$ cat config.mk
export PLATFORM = sky130hd
export DESIGN_NAME = fifo_ptr_ctrl
export DESIGN_NICKNAME = d
export VERILOG_FILES = /design/src/rtl/fifo_pkg.sv /design/src/rtl/fifo_ptr_inc.sv /design/src/rtl/fifo_ptr_ctrl.sv
export SDC_FILE = /design/constraint.sdc
export NUM_CORES = 1
export LEC_CHECK = 0
export CORE_MARGIN = 2
export CORE_UTILIZATION = 45
export CTS_CLUSTER_DIAMETER = 30
export DETAILED_ROUTE_END_ITERATION = 16
export GPL_ROUTABILITY_DRIVEN = 0
export PLACE_DENSITY_LB_ADDON = 0.12
export SYNTH_ARGS = -nofsm -noshare
export SYNTH_HDL_FRONTEND = slang
export SYNTH_SLANG_ARGS = --single-unit
$ cat constraint.sdc
create_clock -name clk -period 5.7 [get_ports clk]
set_input_delay 1.14 -clock clk [delete_from_list [all_inputs] [get_ports clk]]
set_output_delay 1.14 -clock clk [all_outputs]
set_load 0.05 [all_outputs]
$ cat src/rtl/fifo_pkg.sv
// Shared types and helpers for the FIFO pointer/flag controller.
package fifo_pkg;

   localparam int unsigned ADDRESS_SIZE_DFLT = 2;
   localparam int unsigned PTR_W             = ADDRESS_SIZE_DFLT + 1;
   localparam logic [31:0] PTR_RST           = '0;

   // Wrap-aware increment: the address field runs 0..depth-1, then clears and flips the wrap bit at bit [aw].
   function automatic logic [31:0] ptr_next(input logic [31:0] ptr,
                                            input int unsigned depth,
                                            input int unsigned aw);
      logic [31:0] amask;
      logic [31:0] addr;
      logic [31:0] wrap;
      amask = (32'd1 << aw) - 32'd1;
      addr  = ptr & amask;
      wrap  = (ptr >> aw) & 32'd1;
      if (addr == depth - 32'd1) return (wrap ^ 32'd1) << aw;
      else                       return (wrap << aw) | (addr + 32'd1);
   endfunction

endpackage

$ cat src/rtl/fifo_ptr_inc.sv
// Single wrap-aware FIFO pointer register; exposes both current and next value so flags can be precomputed.
module fifo_ptr_inc
   import fifo_pkg::*;
#(
   parameter int unsigned DEPTH = 4,
   parameter int unsigned AW    = ADDRESS_SIZE_DFLT,
   parameter int unsigned PW    = PTR_W
) (
   input  logic          clk,
   input  logic          rst_n,
   input  logic          en,
   output logic [PW-1:0] ptr,
   output logic [PW-1:0] ptr_nxt
);

   logic [PW-1:0] ptr_q;
   logic [PW-1:0] ptr_d;

   always_comb begin
      ptr_d = ptr_q;
      if (en) ptr_d = PW'(ptr_next(32'(ptr_q), DEPTH, AW));
   end

   always_ff @(posedge clk) begin
      if (!rst_n) ptr_q <= PW'(PTR_RST);
      else        ptr_q <= ptr_d;
   end

   assign ptr     = ptr_q;
   assign ptr_nxt = ptr_d;

endmodule

$ cat src/rtl/fifo_ptr_ctrl.sv
// Read/write pointer pair with registered full/empty/almost flags and fill count.
// Optional sticky overflow/underflow outputs are enabled with FIFO_PTR_ERR_FLAGS_EN.
module fifo_ptr_ctrl
   import fifo_pkg::*;
#(
   parameter int unsigned MEMORY_DEPTH = 4,
   parameter int unsigned ADDRESS_SIZE = 2,
   parameter int unsigned AF_LEVEL     = 3,
   parameter int unsigned AE_LEVEL     = 1
) (
   input  logic                    clk,
   input  logic                    rst_n,
   input  logic                    wr_req,
   input  logic                    rd_req,
   output logic                    wr_en,
   output logic                    rd_en,
   output logic [ADDRESS_SIZE-1:0] w_addr,
   output logic [ADDRESS_SIZE-1:0] r_addr,
   output logic [ADDRESS_SIZE:0]   w_ptr,
   output logic [ADDRESS_SIZE:0]   r_ptr,
   output logic [ADDRESS_SIZE:0]   count,
   output logic                    full,
   output logic                    empty,
   output logic                    almost_full,
   output logic                    almost_empty
`ifdef FIFO_PTR_ERR_FLAGS_EN
   ,
   output logic                    overflow,
   output logic                    underflow
`endif
);

   localparam int unsigned AW = ADDRESS_SIZE;
   localparam int unsigned PW = ADDRESS_SIZE + 1;

   logic [PW-1:0] w_nxt, r_nxt;
   logic [PW-1:0] count_q, count_d;
   logic          full_q, full_d;
   logic          empty_q, empty_d;
   logic          af_q, af_d;
   logic          ae_q, ae_d;

   assign wr_en = wr_req & ~full_q;
   assign rd_en = rd_req & ~empty_q;

   fifo_ptr_inc #(.DEPTH(MEMORY_DEPTH), .AW(AW), .PW(PW)) u_wptr (
      .clk     (clk),
      .rst_n   (rst_n),
      .en      (wr_en),
      .ptr     (w_ptr),
      .ptr_nxt (w_nxt)
   );

   fifo_ptr_inc #(.DEPTH(MEMORY_DEPTH), .AW(AW), .PW(PW)) u_rptr (
      .clk     (clk),
      .rst_n   (rst_n),
      .en      (rd_en),
      .ptr     (r_ptr),
      .ptr_nxt (r_nxt)
   );

   // Flags come from next-state pointers so they are valid in the same cycle the pointers settle.
   always_comb begin
      count_d = count_q;
      unique case ({wr_en, rd_en})
         2'b10:   count_d = count_q + PW'(1);
         2'b01:   count_d = count_q - PW'(1);
         default: count_d = count_q;
      endcase
      empty_d = (w_nxt == r_nxt);
      full_d  = (w_nxt[AW-1:0] == r_nxt[AW-1:0]) && (w_nxt[AW] != r_nxt[AW]);
      af_d    = (32'(count_d) >= AF_LEVEL);
      ae_d    = (32'(count_d) <= AE_LEVEL);
   end

   always_ff @(posedge clk) begin
      if (!rst_n) begin
         count_q <= '0;
         full_q  <= 1'b0;
         empty_q <= 1'b1;
         af_q    <= (AF_LEVEL == 0);
         ae_q    <= 1'b1;
      end else begin
         count_q <= count_d;
         full_q  <= full_d;
         empty_q <= empty_d;
         af_q    <= af_d;
         ae_q    <= ae_d;
      end
   end

   assign w_addr       = w_ptr[AW-1:0];
   assign r_addr       = r_ptr[AW-1:0];
   assign count        = count_q;
   assign full         = full_q;
   assign empty        = empty_q;
   assign almost_full  = af_q;
   assign almost_empty = ae_q;

`ifdef FIFO_PTR_ERR_FLAGS_EN
   logic ovf_q, ovf_d;
   logic unf_q, unf_d;

   always_comb begin
      ovf_d = ovf_q | (wr_req & full_q);
      unf_d = unf_q | (rd_req & empty_q);
   end

   always_ff @(posedge clk) begin
      if (!rst_n) begin
         ovf_q <= 1'b0;
         unf_q <= 1'b0;
      end else begin
         ovf_q <= ovf_d;
         unf_q <= unf_d;
      end
   end

   assign overflow  = ovf_q;
   assign underflow = unf_q;
`endif

endmodule

==> summary.md <==
| Metric | Value |
|---|---|
| Crit start category | primary input |
| Actual slew at the worst max-slew pin | just over 500 ps |
| Multi-input gate area | 315 um2 |
| Pin count of the biggest net entering global routing | 14 |
| Slew margin rel. | 66.3% |
| Most common cell in the netlist | dfxtp_1 |
| PwrDens | 368 nW/um2 |
| Fin crit share | 66.2% |
| Clock-pin slew of the registers on the worst-case setup and hold paths | ~70 ps |
| Fin area | about 850 um2 |
| Area contributors post-synth | dfxtp_1, xor2_1, mux2i_1 |
| DRT Pass-1 Iters | 1 |
| Dpl hpwl | 852 um |
| VDD IR max | 0.170 mV |
| Final Hold Fails | 0 |
| Sequential fraction of the synthesis area | 42.2% |
| Seq cells post-synth | 13 |
| Distinct cells, synth | 21 |
| Final worst setup slack | 1930 ps |
| Post-synth top cells | dfxtp_1, xor2_1, mux2i_1, buf_4, nor2b_1 |
| Final worst path period need | 3770 ps |
| Fillers | between 100 and 150 |
| Total Routed Length | around 1.1 mm |
| Core area | between 1000 and 1500 um2 |
| Iter 0 DRT Violations | 0 |
| Total of max-cap violations | 0 |
| Final setup fails | 0 |
| Placed Area | 822 um2 |
| Max Slew Vio Count | 0 |
| # nets final | 87 |
| Syn avg cell area | ~11 um2 |
| Setup CP Type | primary input to output port |
| Routed Antenna Nets | 0 |
| Worst-path cell chain | clkdlybuf4s50_1 > and2b_2 > clkdlybuf4s50_1 |
| Vias in the first global route | 400 |
| Clk root buf | clkbuf_4 |
| Required @ worst endpoint | approximately 4600 ps |
| Tot GR Track Use | roughly 16% |
| Pre-CTS WS | 1920 ps |
| Clk_lat worst skew | around 270 ps |
| P&R area growth vs syn | 37.5% |
| Initial Util | 48.0% |
| FF/Latch Area | ~260 um2 |
| Via density | 4.59 |
| Top delay family on crit path | buffers and inverters |
| Synth top area share | a little over two fifths |
| Per-cell routed wire length | approximately 12 um |
| Path category of the worst min-delay check | flip-flop to flip-flop |
| Resized cells post-CTS | 0 |
| Initial antenna violation count | 0 |
| Arr. time, crit path | approximately 2600 ps |
| CTS max path bufs | 2 |
| Num ports | 23 |
| Vias | 427 |
| Congestion Overflow GR | 0 |
| Die Width | 41.0 um |
| Syn nets | 65 |
| Setup tns final | 0 ps |
| Post-synth EDFFs | 0 |
| Drc violations | 0 |
| Most used DFF post-synth | dfxtp_1 |
| Critical Path Max Stage Delay | 810 ps |
| CP max stage cell | clkdlybuf4s50_1 |
| Die Ht | about 40 um |
| CP Capture Type | output port |
| Fmax | 0.265 GHz |
| TritonCTS Buffers | 3 |
| Asr flop ratio synth | 0% |
| Die area | 1680 um2 |
| WP buf/inv | 2 |
| Cell Rows | 13 |
| Mapped Cells | 57 |
| Cell leakage power | 0.358 nW |
| Crit path max fanout | 4 |
| Port bufs | 22 |
| # diodes | 0 |
| Syn. warnings | 0 |
| RSZ-0062 raised after global routing | false |
| Post-CTS setup buffers | 0 |
| First-pass GRT wire length | 1.63 mm |
| Most Frequent Cell on Critical Path | clkdlybuf4s50_1 |
| Worst Skew | 6.24 ps |
| H-tree depth | 1 |
| Yosys top cell by area | dfxtp_1 |
| Layout Utilization | between 60% and 70% |
| Netlist Area Pre-Place | about 620 um2 |
| Layout cells sized above 1 | 8.97% |
| CTS tree | done |
| Clock Sink Count | 13 |
| CTS Hold Bufs | 0 |
| Status | completed |
-- metal layers --
layer / vias to the layer above / routed length (um) / GRT usage, %
li1: 226 / - / -
met1: 187 / 466 / 16.9
met2: 12 / 525 / 25.8
met3: 2 / 64 / 4.89
met4: 0 / 15 / 10.0
met5: - / 0 / 0
-- logic make-up after synthesis --
family | Yosys count | share of synthesized area [%]
AND/OR/NAND/NOR | 17 | 18.9
flip-flops | 13 | 42.2
XOR/XNOR | 8 | 11.4
buffers and inverters | 7 | 6.69
multiplexers | 5 | 8.11
adder cells (fa/ha/maj) | 4 | 9.33
AO/OA/AOI/OAI | 3 | 3.45
-- power by group --
group	switching [mW]	total [mW]	internal (mW)
sequential	0.00942	0.114	0.105
combinational	0.0892	0.141	0.0522
clock	0.0295	0.0565	0.0271
-- stage by stage --
step	total power, mW	hold slack [ps]	std cells
2_1_floorplan	0.219	836	57
3_3_place_gp	0.257	571	89
3_5_place_dp	0.259	577	89
4_1_cts	0.318	600	93
5_1_grt	0.329	623	93
6_report	0.312	584	93
-- flip-flops by register name, indices dropped and copies added (netlist names) --
register      flops
almost_full       1
empty             1
count             3
u_rptr.ptr        3
full              1
u_wptr.ptr        3
almost_empty      1
-- final timing paths --
| check | start | endpoint | slack (ps) | cells past startpoint |
|---|---|---|---|---|
| min | u_rptr.ptr[2] | u_rptr.ptr[2] | 580 | 2 |
| max | rd_req | rd_en | 1930 | 3 |
| max reg2reg | full | almost_empty | 3740 | 8 |
| min reg2reg | u_rptr.ptr[2] | u_rptr.ptr[2] | 580 | 2 |
-- layout make-up --
cell class / instances / area share (%)
inverter: 2 / 0.885
tap: 15 / 2.21
sequential: 13 / 30.7
clock buffer: 4 / 3.10
timing repair buffer: 22 / 26.0
multi-input combinational: 37 / 37.2
-- layout by cell type, fill, tap and decap left out, drive strengths merged --
cell           Yosys  final
nor2               3      3
nor4bb             1      1
dfxtp             13     13
clkbuf             1      4
a21oi              1      1
nand3b             2      2
fa                 1      1
nor2b              4      4
o31ai              1      1
a22o               1      1
xnor2              2      2
ha                 3      3
and2               2      2
and2b              5      5
clkdlybuf4s50      0     22
xor2               6      6
mux2i              5      5
inv                2      2
-- tightest hold or removal path, stage by stage, from the launching register on --
cell and delay [ps]:
dfxtp_1 350, xor2_1 100, nor2b_1 100
Note: power is estimated with default switching activity, not from simulation.
